==> src/rtl/cache_refill_ctrl.sv <==
// Blocking cache-line refill controller: on a load miss it fetches four
// words from memory one at a time, then writes the line into the cache.
module cache_refill_ctrl #(
   parameter int DATA_WIDTH = 32,
   parameter int CNT_WIDTH  = 16
) (
   input  logic                  clk,
   input  logic                  rst,
   input  logic                  req_valid,
   input  logic [DATA_WIDTH-1:0] req_addr,
   input  logic                  hit,
   output logic                  stall,
   output logic                  mem_req,
   output logic [DATA_WIDTH-1:0] mem_addr,
   input  logic                  mem_rvalid,
   input  logic [DATA_WIDTH-1:0] mem_rdata,
   output logic                  fill_we,
   output logic [DATA_WIDTH-1:0] fill_addr,
   output logic [DATA_WIDTH-1:0] d0,
   output logic [DATA_WIDTH-1:0] d1,
   output logic [DATA_WIDTH-1:0] d2,
   output logic [DATA_WIDTH-1:0] d3,
   output logic [CNT_WIDTH-1:0]  miss_count
);

   typedef enum logic [1:0] {
      IDLE  = 2'b00,
      FETCH = 2'b01,
      WRITE = 2'b10
   } state_t;

   localparam logic [DATA_WIDTH-1:0] OFFS_MASK = {{(DATA_WIDTH-4){1'b0}}, 4'b1111};
   localparam logic [CNT_WIDTH-1:0]  CNT_MAX   = {CNT_WIDTH{1'b1}};
   localparam logic [CNT_WIDTH-1:0]  CNT_ONE   = {{(CNT_WIDTH-1){1'b0}}, 1'b1};

   state_t                  state_q, state_d;
   logic [1:0]              word_cnt_q, word_cnt_d;
   logic [DATA_WIDTH-1:0]   line_base_q, line_base_d;
   logic [DATA_WIDTH-1:0]   data_q [4];
   logic [DATA_WIDTH-1:0]   data_d [4];
   logic [CNT_WIDTH-1:0]    miss_cnt_q, miss_cnt_d;
   logic                    miss_s;

   assign miss_s = req_valid & ~hit;

   always_comb begin
      state_d     = state_q;
      word_cnt_d  = word_cnt_q;
      line_base_d = line_base_q;
      data_d      = data_q;
      miss_cnt_d  = miss_cnt_q;
      stall       = 1'b0;
      mem_req     = 1'b0;
      mem_addr    = {DATA_WIDTH{1'b0}};
      fill_we     = 1'b0;
      fill_addr   = {DATA_WIDTH{1'b0}};
      case (state_q)
         IDLE: begin
            // The pipeline must freeze in the very cycle the miss shows up.
            stall = miss_s;
            if (miss_s) begin
               line_base_d = req_addr & ~OFFS_MASK;
               word_cnt_d  = 2'd0;
               state_d     = FETCH;
            end else begin
               state_d = IDLE;
            end
         end
         FETCH: begin
            stall    = 1'b1;
            mem_req  = 1'b1;
            mem_addr = line_base_q + {{(DATA_WIDTH-4){1'b0}}, word_cnt_q, 2'b00};
            if (mem_rvalid) begin
               data_d[word_cnt_q] = mem_rdata;
               if (word_cnt_q == 2'd3) begin
                  state_d = WRITE;
               end else begin
                  word_cnt_d = word_cnt_q + 2'd1;
               end
            end else begin
               state_d = FETCH;
            end
         end
         WRITE: begin
            stall     = 1'b1;
            fill_we   = 1'b1;
            fill_addr = line_base_q;
            if (miss_cnt_q != CNT_MAX) begin
               miss_cnt_d = miss_cnt_q + CNT_ONE;
            end else begin
               miss_cnt_d = miss_cnt_q;
            end
            state_d = IDLE;
         end
         default: begin
            state_d = IDLE;
         end
      endcase
   end

   always_ff @(posedge clk) begin
      if (rst) begin
         state_q     <= IDLE;
         word_cnt_q  <= 2'd0;
         line_base_q <= {DATA_WIDTH{1'b0}};
         data_q      <= '{default: {DATA_WIDTH{1'b0}}};
         miss_cnt_q  <= {CNT_WIDTH{1'b0}};
      end else begin
         state_q     <= state_d;
         word_cnt_q  <= word_cnt_d;
         line_base_q <= line_base_d;
         data_q      <= data_d;
         miss_cnt_q  <= miss_cnt_d;
      end
   end

   assign d0         = data_q[0];
   assign d1         = data_q[1];
   assign d2         = data_q[2];
   assign d3         = data_q[3];
   assign miss_count = miss_cnt_q;

endmodule

==> config.mk <==
export PLATFORM = sky130hd
export DESIGN_NAME = cache_refill_ctrl
export DESIGN_NICKNAME = d
export VERILOG_FILES = /design/src/rtl/cache_refill_ctrl.sv
export SDC_FILE = /design/constraint.sdc
export NUM_CORES = 1
export LEC_CHECK = 0
export CORE_MARGIN = 2
export CORE_UTILIZATION = 39
export CTS_CLUSTER_SIZE = 40
export DETAILED_ROUTE_END_ITERATION = 8
export PLACE_DENSITY = 0.76
export SLEW_MARGIN = 40
export SYNTH_ARGS = -nofsm -noshare
export SYNTH_HDL_FRONTEND = slang
export SYNTH_SLANG_ARGS = --single-unit
==> constraint.sdc <==
create_clock -name clk -period 1.9 [get_ports clk]
set_clock_uncertainty 0.15 [all_clocks]
set_input_delay 0.38 -clock clk [delete_from_list [all_inputs] [get_ports clk]]
set_output_delay 0.38 -clock clk [all_outputs]
set_load 0.01 [all_outputs]
==> metrics.log, run 1 <==
[metrics] run status: finished with violations
[metrics] violations in the final reports: setup timing
[metrics] Wirelength per Cell: 15.5 microns
[metrics] HPWL Detailed: 15000 microns
[metrics] Tcrit/Tclk final: 1.08
[metrics] most frequent cells in the layout: 318 x sky130_fd_sc_hd__nand2_1, 186 x sky130_fd_sc_hd__clkdlybuf4s50_1, 168 x sky130_fd_sc_hd__dfxtp_1, 165 x sky130_fd_sc_hd__a21oi_1, 39 x sky130_fd_sc_hd__buf_4
[metrics] Finish-stage setup viols: 66
[metrics] clock tree from TritonCTS: built
[metrics] detailed-router iteration count before antenna repair: 4
[metrics] area growth from synthesis to layout: 59.2%
[metrics] cell accounting for the most synthesized area: sky130_fd_sc_hd__dfxtp_1
[metrics] Buf/Inv on CP: 2
[metrics] quantity of I/O buffers inserted on ports: approximately 270
[metrics] Storage cell area: 3540 sq um
[metrics] RSZ-0062 raised after global routing: true
[metrics] time the worst path needs with I/O delays and setup: 2040 ps
[metrics] total leakage power: 4.26 nW
[metrics] final total negative setup slack: -5730 ps
[metrics] CP Capture Type: flop
[metrics] data arrival time at the worst-slack endpoint: 2250 ps
[metrics] Die Footprint: 18800 sq um
[metrics] count of H-tree levels built during CTS: 4
[metrics] I/O pin total: 280
[metrics] Bufs on Longest Clock Path: 2
[metrics] number of distinct standard cells referenced by the synthesized netlist: 38
[metrics] number of DRC violations after detailed routing: 0
[metrics] clock transition at the registers of the reported paths: 70 ps
[metrics] class of the tightest hold or removal check: input pin to flop
[metrics] sum of routed wire length over all layers: 21900 microns
[metrics] proportion of netlist area held by the largest area contributor: 0.511
[metrics] largest stage delay on the critical path: 520 ps
[metrics] core region area: ~17000 sq um
[metrics] Setup WS pre-CTS: -400 ps
[metrics] net total in the final layout: 1252
[metrics] Worst VDD drop: 576 uV
[metrics] Initial Util: 0.399
[metrics] achievable clock frequency: roughly 0.5 GHz
[metrics] initial antenna violation count: 0
[metrics] wire length of the first global-routing pass: between 30000 and 40000 microns
[metrics] final slew viol count: 0
[metrics] Inserted Diodes: 0
[metrics] Cell Area, Placed: between 10000 and 15000 sq um
[metrics] mean cell area of the mapped netlist: 7.74 sq um
[metrics] latest clock arrival within the worst-skew pair: 410 ps
[metrics] number of placement rows: 48
[metrics] die span in y: between 100 and 150 microns
[metrics] start-to-end type of the worst setup path: flop to flop
[metrics] warning count from the yosys run: 0
[metrics] most common cell after layout, fill and taps aside: sky130_fd_sc_hd__nand2_1
[metrics] ratio of cells with drive above 1 in the final layout: 0.183
[metrics] Num CTS Buffers: 17
[metrics] grt total ovfl: 0
[metrics] Worst EP required: around 2100 ps
[metrics] Iter 0 DRT Violations: 328
[metrics] number of maximum-capacitance violations: 0
[metrics] maximum number of pins on one net before global-route repair: 58
[metrics] top fanout value on the critical path: 6
[metrics] count of vias placed by the detailed router: about 6900
[metrics] Clock Root Buffer: sky130_fd_sc_hd__clkbuf_16
[metrics] Multi-input gate area: around 3300 sq um
[metrics] clock sinks: around 180
[metrics] cell family contributing the most delay on the critical path: simple AND/OR/NAND/NOR gates
[metrics] via/cell ratio: 4.90
[metrics] final number of hold-violating endpoints: 0
[metrics] GRT Overall Usage: 0.223
[metrics] number of synthesized register bits: roughly 180
[metrics] Crit-path slowest cell: sky130_fd_sc_hd__or4_4
[metrics] post-route antenna net violation count: 0
[metrics] post-synth design cell area: 6900 sq um
[metrics] chip width: 137 microns
[metrics] Cell Chain, Critical Path: inv_4 > ha_4 > buf_12 > nand4_1 > or2_4 > or4_4 > a21oi_2
[metrics] crit path setup slack, layout: -145 ps
[metrics] final cell area excluding filler cells: between 10000 and 15000 sq um
[metrics] power per standard cell area: about 730 nW/um^2
[metrics] final estimated routing congestion in global placement: around 0.83
[metrics] category of the worst setup path launch point: flop
[metrics] cell types occupying the most area after synthesis: sky130_fd_sc_hd__dfxtp_1 51%, sky130_fd_sc_hd__nand2_1 17%, sky130_fd_sc_hd__a21oi_1 12%
[metrics] number of instances in the synthesized netlist: between 800 and 900
[metrics] number of global-route vias before repair: 6405
[metrics] share of synthesized area occupied by flip-flops and latches: 0.511
[metrics] Fill cells: between 1500 and 2000
## through the flow
step	instances	utilization	hold WS, ps	power [mW]
4_1_cts	1408	0.615	156	8.13
3_3_place_gp	1368	0.585	290	4.42
3_5_place_dp	1368	0.585	296	4.42
6_report	1412	0.635	184	8.07
5_1_grt	1412	0.635	167	8.35
2_1_floorplan	896	-	290	4.08
## final cells by class
cell class              count  share of cell area
clock buffers              17              0.0387
flip-flops and latches    176               0.322
inverters                  12             0.00478
multi-input cells         639               0.299
well taps                 225              0.0256
repair buffers            328               0.291
clock inverters            15              0.0180
## worst paths after layout
kind	slack, ps	cells after the start	to	startpoint
max	-140	7	miss_count[14]	state_q[0]
max reg2reg	-140	7	miss_count[14]	state_q[0]
min reg2reg	300	2	d3[20]	d3[20]
min	180	2	miss_count[14]	rst
## repair_timing
action	in CTS	in global routing
buffers inserted	8	4
hold buffers	0	0
pin swaps	14	21
cloned	0	2
hold endpoints to repair	0	0
endpoints found under the setup margin	86	79
gates resized for setup	299	77
## layer usage
layer	track usage	vias up	wire, microns
met5	0	-	0
met4	0.0773	0	427
met3	0.0604	28	1460
met2	0.384	200	11000
met1	0.266	3240	9070
li1	-	3444	-
## report_power, final
| part | internal [mW] | switching [mW] | leakage (nW) | total (mW) |
|---|---|---|---|---|
| combinational | 0.283 | 0.294 | 2.54 | 0.577 |
| clock | 2.12 | 1.59 | 0.293 | 3.71 |
| sequential | 3.74 | 0.0381 | 1.43 | 3.78 |
| total | 6.14 | 1.93 | 4.26 | 8.07 |
## registers in the layout, summed over array words and instances (netlist names)
name and cells:
word_cnt_q 2, state_q 2, d2 32, d1 32, line_base_q 28, miss_count 16
d0 32, d3 32
## cell families (layout without fill, tap and decap cells)
logic type | Yosys count | in the layout | synth area share
other | 1 | 6 | 0.000544
AO/OA/AOI/OAI | 187 | 187 | 0.143
AND/OR/NAND/NOR | 432 | 432 | 0.273
adder cells (fa/ha/maj) | 9 | 9 | 0.0163
multiplexers | 4 | 4 | 0.00617
XOR/XNOR | 1 | 1 | 0.00127
flip-flops | 176 | 176 | 0.511
buffers and inverters | 81 | 372 | 0.0488
## cell usage after synthesis (all sizes together)
cell	n
nand2	318
dfxtp	176
a21oi	168
and2	57
clkbuf	51
buf	18
nor2	13
inv	12
ha	9
nand3	8
o21ai	8
or3	8
and3	6
o31ai	6
nand4	5
nor4	5
or4	4
mux2	2
mux2i	2
nand2b	2
nor2b	2
or2	2
a211oi	1
a221oi	1
a22o	1
and4	1
conb	1
nand3b	1
o211ai	1
o41ai	1
xor2	1
## worst reg2reg max path, cell delays in order (launching register included)
cell and delay, ps:
sky130_fd_sc_hd__dfxtp_4 370, sky130_fd_sc_hd__inv_4 80, sky130_fd_sc_hd__ha_4 190, sky130_fd_sc_hd__buf_12 130, sky130_fd_sc_hd__nand4_1 150, sky130_fd_sc_hd__or2_4 280
sky130_fd_sc_hd__or4_4 520, sky130_fd_sc_hd__a21oi_2 120
Power figures use the tool's default switching activity.
==> run 2, diff against run 1 <==
CELL_PAD_IN_SITES_DETAIL_PLACEMENT = 0   (was default)
CELL_PAD_IN_SITES_GLOBAL_PLACEMENT = 1   (was default)
CORE_UTILIZATION = 27   (was 39)
PLACE_DENSITY = default   (was 0.76)
PLACE_DENSITY_LB_ADDON = 0.1   (was default)
==> run 2 against run 1 <==
  * The flow still finishes with violations (setup timing)
  * Register-to-register slack improved by 30 ps
  * Count of clock-buffer cells in the layout grew 1
  * Global-route usage decreased by 4.2 points
  * Cell area increased by 5.6%
  * Via count is 1.1% lower
  * Sequential cell count did not move
  * Worst setup slack got worse by 24 ps
  * Worst hold slack worse by 3.8 ps
  * Wire length up 16%
  * Final cell count rose by 8.4%
  * Fmax fell by 1.2%
  * Critical path depth shrank 1
  * Largest cell class is now non-clock buffers
  * Largest power group unchanged
==> metrics.log, run 2 (synthesis gave the netlist of run 1 again) <==
[metrics] post-route antenna net violation count: 0
[metrics] quantity of I/O buffers inserted on ports: 269
[metrics] most common cell after layout, fill and taps aside: sky130_fd_sc_hd__nand2_1
[metrics] crit path setup slack, layout: -169 ps
[metrics] CP Capture Type: primary output
[metrics] count of H-tree levels built during CTS: 4
[metrics] count of vias placed by the detailed router: 6838
[metrics] ratio of cells with drive above 1 in the final layout: 0.214
[metrics] Die Footprint: 26800 sq um
[metrics] clock transition at the registers of the reported paths: 70 ps
[metrics] grt total ovfl: 0
[metrics] most frequent cells in the layout: 318 x sky130_fd_sc_hd__nand2_1, 165 x sky130_fd_sc_hd__dfxtp_1, 164 x sky130_fd_sc_hd__a21oi_1, 154 x sky130_fd_sc_hd__clkdlybuf4s50_1, 62 x sky130_fd_sc_hd__buf_6
[metrics] Worst EP required: approximately 1400 ps
[metrics] Setup WS pre-CTS: -349 ps
[metrics] top fanout value on the critical path: 7
[metrics] Iter 0 DRT Violations: 348
[metrics] Hold Buf Count CTS: 0
[metrics] area growth from synthesis to layout: 68.2%
[metrics] number of maximum-capacitance violations: 0
[metrics] number of DRC violations after detailed routing: 0
[metrics] RSZ-0062 raised after global routing: true
[metrics] category of the worst setup path launch point: flop
[metrics] clock sinks: 176
[metrics] I/O pin total: 280
[metrics] Final Core Density: 0.462
[metrics] sum of routed wire length over all layers: 25500 microns
[metrics] final slew viol count: 0
[metrics] chip width: between 150 and 200 microns
[metrics] Finish-stage setup viols: 66
[metrics] initial antenna violation count: 0
[metrics] final estimated routing congestion in global placement: approximately 0.74
[metrics] via/cell ratio: 4.47
[metrics] data arrival time at the worst-slack endpoint: approximately 1500 ps
[metrics] HPWL Detailed: ~17000 microns
[metrics] class of the tightest hold or removal check: input pin to flop
[metrics] time the worst path needs with I/O delays and setup: 2070 ps
[metrics] violations in the final reports: setup timing
[metrics] latest clock arrival within the worst-skew pair: 430 ps
[metrics] power per standard cell area: 697 nW/um^2
[metrics] clock tree from TritonCTS: built
[metrics] wire length of the first global-routing pass: 37400 microns
[metrics] Cell Chain, Critical Path: inv_4 > ha_4 > buf_6 > buf_6 > and2_4 > buf_6
[metrics] largest stage delay on the critical path: between 300 and 400 ps
[metrics] net total in the final layout: 1266
[metrics] number of placement rows: 58
[metrics] Inserted Diodes: 0
[metrics] maximum number of pins on one net before global-route repair: 40
[metrics] Worst VDD drop: ~520 uV
[metrics] most used cell, CP: sky130_fd_sc_hd__buf_6
[metrics] Fill cells: approximately 2600
[metrics] achievable clock frequency: 0.483 GHz
[metrics] start-to-end type of the worst setup path: flop to primary output
[metrics] Crit-path slowest cell: sky130_fd_sc_hd__dfxtp_4
[metrics] Clock Root Buffer: sky130_fd_sc_hd__clkbuf_16
[metrics] Bufs on Longest Clock Path: 2
[metrics] GRT Overall Usage: 0.181
[metrics] number of global-route vias before repair: 6453
[metrics] run status: finished with violations
[metrics] detailed-router iteration count before antenna repair: 4
[metrics] final number of hold-violating endpoints: 0
[metrics] core region area: 25100 sq um
[metrics] Wirelength per Cell: 16.7 microns
[metrics] final total negative setup slack: -7260 ps
[metrics] Num CTS Buffers: 17
[metrics] die span in y: around 160 microns
[metrics] Initial Util: 0.275
[metrics] Tcrit/Tclk final: 1.09
[metrics] total leakage power: between 4 and 5 nW
[run 2: changes by cell type in the layout (fill, tap and decap cells not counted), sizes merged]
cell           before  now
clkinvlp            4    1
clkdlybuf4s50     186  154
inv                20   18
clkinv              0    3
buf               120  131
dlymetal6s2s        7   36
clkbuf             18   22
dlygate4sd2        14   17
[run 2: final timing paths]
check,startpoint,end,slack (ps),cells after the start
max,state_q[0],fill_addr[8],-170,6
min reg2reg,d2[21],d2[21],300,2
max reg2reg,state_q[0],miss_count[6],-110,8
min,rst,d1[17],180,2
[run 2: worst max-delay path, delay by kind of cell, from the launching register on]
family	cells	cell delay, ps
flops	1	380
fa+ha+maj	1	180
buf+inv	4	400
simple gates	1	150
[run 2: layout make-up]
| type | count | area [sq um] | area share |
|---|---|---|---|
| clock inverters | 13 | 175 | 0.0151 |
| inverters | 12 | 55.1 | 0.00475 |
| repair buffers | 342 | 3650 | 0.315 |
| clock buffers | 18 | 429 | 0.0370 |
| well taps | 330 | 413 | 0.0356 |
| flip-flops and latches | 176 | 3540 | 0.305 |
| multi-input cells | 639 | 3340 | 0.288 |
[run 2: repair_timing]
action | CTS | global route
gates cloned | 3 | 4
buffers inserted | 10 | 2
endpoints found under the setup margin | 93 | 229
gates resized for setup | 348 | 125
pin swaps | 32 | 12
[run 2: routing by layer]
| metal | vias to the layer above | global-route usage | share of wire | routed length, microns |
|---|---|---|---|---|
| li1 | 3489 | - | - | - |
| met1 | 3162 | 0.232 | 0.44 | 11200 |
| met2 | 172 | 0.296 | 0.48 | 12300 |
| met3 | 15 | 0.0573 | 0.071 | 1810 |
| met4 | 0 | 0.0463 | 0.010 | 258 |
| met5 | - | 0 | 0 | 0 |
[run 2: through the flow]
stage | total power, mW | cell area [sq um] | hold slack [ps] | cells
2_1_floorplan | 4.08 | 6920 | 290 | 896
3_3_place_gp | 4.45 | 10300 | 291 | 1482
3_5_place_dp | 4.45 | 10300 | 295 | 1482
4_1_cts | 8.20 | 11000 | 150 | 1525
5_1_grt | 8.42 | 11600 | 181 | 1530
6_report | 8.08 | 11600 | 180 | 1530
[run 2: where the power goes]
group          leakage, nW  switching, mW  internal (mW)
registers             1.43         0.0399           3.74
logic                 3.20          0.317          0.309
clock network        0.294           1.58           2.10
